## config.mk

```make
export PLATFORM = sky130hd
export DESIGN_NAME = pipelined_cla_adder_flat
export DESIGN_NICKNAME = d
export VERILOG_FILES = /design/src/rtl/pipelined_cla_adder_if.sv /design/src/rtl/pipelined_cla_adder.sv /design/src/flat_wrapper.sv
export SDC_FILE = /design/constraint.sdc
export NUM_CORES = 1
export LEC_CHECK = 0
export ABC_AREA = 1
export BUFFER_PORTS_ARGS = -buffer_cell sky130_fd_sc_hd__buf_2
export CAP_MARGIN = 10
export CORE_ASPECT_RATIO = 1.75
export CORE_MARGIN = 1.5
export CORE_UTILIZATION = 62
export DETAILED_ROUTE_END_ITERATION = 10
export HOLD_SLACK_MARGIN = 0.02
export PLACE_DENSITY = 0.85
export SYNTH_ARGS = -nofsm -noshare
export SYNTH_HDL_FRONTEND = slang
export SYNTH_SLANG_ARGS = --single-unit
```

## constraint.sdc

```tcl
create_clock -name clock -period 7.37 [get_ports clock]
set_input_delay 0.3685 -clock clock [delete_from_list [all_inputs] [get_ports clock]]
set_output_delay 0.3685 -clock clock [all_outputs]
set_load 0.05 [all_outputs]
```

## src/rtl/pipelined_cla_adder_if.sv

```systemverilog
// Operand/result handshake bundle for pipelined_cla_adder.
// The master side presents operands and accepts results; the slave side is the adder.
interface pipelined_cla_adder_if #(
  parameter int WIDTH = 32
);
  logic             in_valid;
  logic             in_ready;
  logic [WIDTH-1:0] op_a;
  logic [WIDTH-1:0] op_b;
  logic             cin;
  logic             sub;
  logic             out_valid;
  logic             out_ready;
  logic [WIDTH-1:0] sum;
  logic             cout;
  logic             ovf;
  logic             zero;

  modport master (
    output in_valid, op_a, op_b, cin, sub, out_ready,
    input  in_ready, out_valid, sum, cout, ovf, zero
  );

  modport slave (
    input  in_valid, op_a, op_b, cin, sub, out_ready,
    output in_ready, out_valid, sum, cout, ovf, zero
  );
endinterface

```

## src/rtl/pipelined_cla_adder.sv

```systemverilog
// Two-stage carry-lookahead adder/subtractor with valid/ready flow control.
// Stage 1 registers per-bit and per-group generate/propagate; stage 2 resolves carries and the sum.
module pipelined_cla_adder #(
  parameter int WIDTH = 32,
  parameter int GROUP = 8
) (
  input logic                  clock,
  input logic                  reset_n,
  pipelined_cla_adder_if.slave bus
);
  localparam int NG = WIDTH / GROUP;

  if (GROUP != 8 || WIDTH < 8 || WIDTH > 64 || (WIDTH % 8) != 0) begin : g_param_check
    $error("pipelined_cla_adder: unsupported WIDTH/GROUP combination");
  end

  // Two-level lookahead: carry into position k of a GROUP-wide slice, i.e.
  // g[k-1] | p[k-1]g[k-2] | ... | p[k-1..0]ci, with k = GROUP giving the slice carry-out.
  function automatic logic carry_at(input logic [GROUP-1:0] gi,
                                    input logic [GROUP-1:0] pi,
                                    input logic             ci,
                                    input int               k);
    logic c;
    logic t;
    c = ci;
    for (int m = 0; m < GROUP; m++)
      if (m < k) c = c & pi[m];
    for (int j = 0; j < GROUP; j++) begin
      if (j < k) begin
        t = gi[j];
        for (int m = 0; m < GROUP; m++)
          if (m > j && m < k) t = t & pi[m];
        c = c | t;
      end
    end
    return c;
  endfunction

  logic adv1, adv2, in_fire, out_load;
  logic vld_p1, vld_p2;

  logic [WIDTH-1:0] b_eff, g, p;
  logic             c0;
  logic [NG-1:0]    gg, gp;

  logic [WIDTH-1:0] a_p1, b_p1, g_p1, p_p1;
  logic             c0_p1;
  logic [NG-1:0]    gg_p1, gp_p1;

  logic [GROUP-1:0] ggx, gpx;
  logic [NG:0]      cgrp;
  logic [WIDTH-1:0] carry;
  logic [WIDTH-1:0] sum_d;
  logic             cout_d, ovf_d, zero_d;

  logic [WIDTH-1:0] sum_p2;
  logic             cout_p2, ovf_p2, zero_p2;

  assign adv2     = !vld_p2 || bus.out_ready;
  assign adv1     = !vld_p1 || adv2;
  assign in_fire  = bus.in_valid && adv1;
  assign out_load = adv2 && vld_p1;

  // Stage 0: operand conditioning and generate/propagate
  always_comb begin
    b_eff = bus.sub ? ~bus.op_b : bus.op_b;
    c0    = bus.sub | bus.cin;
    g     = bus.op_a & b_eff;
    p     = bus.op_a | b_eff;
    gg    = '0;
    gp    = '0;
    for (int j = 0; j < NG; j++) begin
      gg[j] = carry_at(g[j*GROUP +: GROUP], p[j*GROUP +: GROUP], 1'b0, GROUP);
      gp[j] = &p[j*GROUP +: GROUP];
    end
  end

  // Stage 1 boundary: captured only on an accepted operand set
  always_ff @(posedge clock) begin
    if (in_fire) begin
      a_p1  <= bus.op_a;
      b_p1  <= b_eff;
      c0_p1 <= c0;
      g_p1  <= g;
      p_p1  <= p;
      gg_p1 <= gg;
      gp_p1 <= gp;
    end
  end

  // Stage 2: group carry lookahead, in-group carries, sum and flags
  always_comb begin
    ggx = '0;
    gpx = '0;
    ggx[NG-1:0] = gg_p1;
    gpx[NG-1:0] = gp_p1;
    cgrp  = '0;
    carry = '0;
    for (int j = 0; j <= NG; j++)
      cgrp[j] = carry_at(ggx, gpx, c0_p1, j);
    for (int j = 0; j < NG; j++)
      for (int k = 0; k < GROUP; k++)
        carry[j*GROUP + k] = carry_at(g_p1[j*GROUP +: GROUP], p_p1[j*GROUP +: GROUP],
                                      cgrp[j], k);
    sum_d  = a_p1 ^ b_p1 ^ carry;
    cout_d = cgrp[NG];
    ovf_d  = carry[WIDTH-1] ^ cout_d;
    zero_d = ~|sum_d;
  end

  // Stage 2 boundary: result registers drive the outputs directly
  always_ff @(posedge clock or negedge reset_n) begin
    if (!reset_n) begin
      sum_p2  <= '0;
      cout_p2 <= 1'b0;
      ovf_p2  <= 1'b0;
      zero_p2 <= 1'b0;
    end else if (out_load) begin
      sum_p2  <= sum_d;
      cout_p2 <= cout_d;
      ovf_p2  <= ovf_d;
      zero_p2 <= zero_d;
    end
  end

  always_ff @(posedge clock or negedge reset_n) begin
    if (!reset_n) begin
      vld_p1 <= 1'b0;
      vld_p2 <= 1'b0;
    end else begin
      if (adv1) vld_p1 <= bus.in_valid;
      if (adv2) vld_p2 <= vld_p1;
    end
  end

  assign bus.in_ready  = adv1;
  assign bus.out_valid = vld_p2;
  assign bus.sum       = sum_p2;
  assign bus.cout      = cout_p2;
  assign bus.ovf       = ovf_p2;
  assign bus.zero      = zero_p2;
endmodule
```

## src/flat_wrapper.sv

```systemverilog
// flat-port wrapper written by rule: the top's interface ports become plain ports
module pipelined_cla_adder_flat 
#(
  parameter int WIDTH = 32,
  parameter int GROUP = 8
)
  (clock, reset_n, bus_in_valid, bus_op_a, bus_op_b, bus_cin, bus_sub, bus_out_ready, bus_in_ready, bus_out_valid, bus_sum, bus_cout, bus_ovf, bus_zero);
  pipelined_cla_adder_if #(.WIDTH(WIDTH)) bus_i ();
  input logic clock;
  input logic reset_n;
  input wire logic [$bits(bus_i.in_valid)-1:0] bus_in_valid;
  input wire logic [$bits(bus_i.op_a)-1:0] bus_op_a;
  input wire logic [$bits(bus_i.op_b)-1:0] bus_op_b;
  input wire logic [$bits(bus_i.cin)-1:0] bus_cin;
  input wire logic [$bits(bus_i.sub)-1:0] bus_sub;
  input wire logic [$bits(bus_i.out_ready)-1:0] bus_out_ready;
  output wire logic [$bits(bus_i.in_ready)-1:0] bus_in_ready;
  output wire logic [$bits(bus_i.out_valid)-1:0] bus_out_valid;
  output wire logic [$bits(bus_i.sum)-1:0] bus_sum;
  output wire logic [$bits(bus_i.cout)-1:0] bus_cout;
  output wire logic [$bits(bus_i.ovf)-1:0] bus_ovf;
  output wire logic [$bits(bus_i.zero)-1:0] bus_zero;
  assign bus_i.in_valid = bus_in_valid;
  assign bus_i.op_a = bus_op_a;
  assign bus_i.op_b = bus_op_b;
  assign bus_i.cin = bus_cin;
  assign bus_i.sub = bus_sub;
  assign bus_i.out_ready = bus_out_ready;
  assign bus_in_ready = bus_i.in_ready;
  assign bus_out_valid = bus_i.out_valid;
  assign bus_sum = bus_i.sum;
  assign bus_cout = bus_i.cout;
  assign bus_ovf = bus_i.ovf;
  assign bus_zero = bus_i.zero;
  pipelined_cla_adder #(.WIDTH(WIDTH), .GROUP(GROUP)) u_core (.clock(clock), .reset_n(reset_n), .bus(bus_i));
endmodule
```

==> impl_metrics.ini <==
[grt]
grt_max_degree = 77
grt_pass1_vias = 5439
antenna_found_initial = 0
grt_first_pass_wirelength_um = 25300
grt_use_total_pct = 25.8
overflow = 0

[placement]
place_area_um2 = 8470
place.gp.congestion = 0.833
portBuffers = 106
place_ws_ps = 4590
dpl.hpwl_um = 11200
dp.cells = 1028

[timing]
fin_crit_sh_pct = 36.9
rsz0062_at_grt = false
maxSlewHeadroom_pct = 32.7
whs_ps = 25.7
worstMarginPinSlew_ps = 1000
setup_viol = 0
slew_violations = 0
min_period_ps = 2720
hold_violations = 0
worst_slack_ps = 4650
fin_worst_skew_ps = 7.07
tns_ps = 0
fmax_mhz = 368

[pwr]
power_density_nw_per_um2 = 311
finalPower_mw = 2.85
max-vdd-ir-drop_uv = 215
p_leak_nw = 4.16

[clock_tree]
cts_sinks = 166
htreeDepth = 4
path_clk_slew_ps = 70
insertion_delay_ps = 420
cts_resized = 0
cts_setup_buffers = 0
cts_buffers = 17
cts_max_path_buffers = 2
clockRootBuffer = clkbuf_16
tritoncts = built
cts_hold_buf = 0

[final_layout]
stdcell_count = 1060
nNetsFinal = 949
final_area_um2 = 9140
area_growth_pct = 17.5
diodes = 0
fin_util_pct = 73.9
layout-drive-gt1-share_pct = 17.9

[worst_setup_path]
crit_arrival_ps = 3080
path_class = flip-flop to flip-flop
crit_fanout = 44
cp.required_ps = 7730
cp-start-kind = flip-flop
crit_path_end_kind = flip-flop

[synthesis]
seq_area_frac_synth_pct = 61.7
synthFlopType = edfxtp_1
synth.top_cells.by_count = nand2_1 (170), edfxtp_1 (129), inv_1 (112)
ys_warn_count = 0
synth_cells = 764
ys_types = 35
yosys.cell_count.top_type = nand2_1
syn_area_um2 = 7780
yosys.area.top_type = edfxtp_1
synth-seq-cells = 166
async_flop_share_pct = 22.3
synth.area.top_cells = edfxtp_1 (50%), dfrtp_1 (12%), nand2_1 (8.2%)
synth.avg_cell_area_um2 = 10.2
synth_edf_count = 129
syn_nets = 834
synth_top_area_share_pct = 49.8

[floorplan]
core.rowCount = 54
ioPinCount = 107
fp.dieW_um = 87.7
die_area_um2 = 13200
initial_utilization_pct = 62.9
core_area_um2 = 12400
die_h_um = 151

[drt]
remaining_drc_errors = 0
avgRoutedWirePerCell_um = 15.2
wl_um = 16100
route.vias.total = 5676
dr.pass1.iters = 6
via_per_inst = 5.35
drt_iter0_drc = 436
ant_nets = 0

[flow_run]
cap_violations = 0

[min_path]
min_path_type = input pin to asynchronous set/reset pin

[run_status]
outcome = complete, no violations
[final cells by class]
| cell class | instances | area [um2] |
|---|---|---|
| Sequential cell | 166 | 4800 |
| Multi-Input combinational cell | 473 | 2490 |
| Clock inverter | 5 | 67.6 |
| Tap cell | 168 | 210 |
| Timing Repair Buffer | 107 | 538 |
| Fill cell | 835 | 3230 |
| Inverter | 114 | 430 |
| Clock buffer | 27 | 598 |
[cell families (layout without fill, tap and decap cells)]
kind of cell              Yosys count  in the layout  share of synthesized area [%]
buffers and inverters             125            253                           6.19
and+or+nand+nor                   355            355                           20.5
AOI/OAI and AO/OA                  52             52                           4.10
xor gates and xnor gates           66             66                           7.53
DFF                               166            166                           61.7
[metal layers]
metal  vias to the layer above  wire, um  track usage (%)
met5                         -         0                0
li1                       2752         -                -
met3                        46       753             4.58
met4                         0       563             13.2
met2                       203      8850             47.5
met1                      2675      5920             27.5
[report_power, final]
group          internal, mW  total, mW  switching [mW]
registers              1.15       1.23          0.0730
clock network         0.597      0.957           0.360
logic                 0.168      0.661           0.493
[state kept, by name (all words and copies together) (netlist names), 4 cells and up]
register and count:
u_core.gg_p1 4, u_core.p_p1 28, u_core.bus.sum 32, u_core.a_p1 32, u_core.g_p1 28, u_core.gp_p1 4, u_core.b_p1 32
[placed cells by master, fill, tap and decap left out, types with 8 or more instances in the layout]
master and count:
inv_1 111, nand2_1 170, xnor2_1 21, and2_1 14, a21oi_1 8, nor3_1 8
buf_2 106, nor2_1 64, dfrtp_1 37, o21ai_0 21, edfxtp_1 129, xor2_1 44
nand2_2 9, a31oi_1 10, clkbuf_16 21, nand4_1 22, nand3_1 52
[critical path, cell delays in order, from the launching register on]
cell	delay (ps)
dfrtp_1	430
a21oi_4	630
clkinv_1	1020
nor2_1	390
nand2_1	90
nand3_1	80
[worst paths after layout]
check	from	end	slack, ps	depth (start not counted)
max	u_core.bus.out_valid	u_core.bus.ovf	4650	5
min	reset_n	u_core.bus.sum[4]	30	1
max reg2reg	u_core.bus.out_valid	u_core.bus.ovf	4650	5
min reg2reg	u_core.bus.zero	u_core.bus.zero	480	2
max in group asynchronous	reset_n	u_core.bus.sum[10]	6830	1
min in group clock	bus_op_a[2]	u_core.a_p1[2]	130	1
Power figures use the tool's default switching activity.
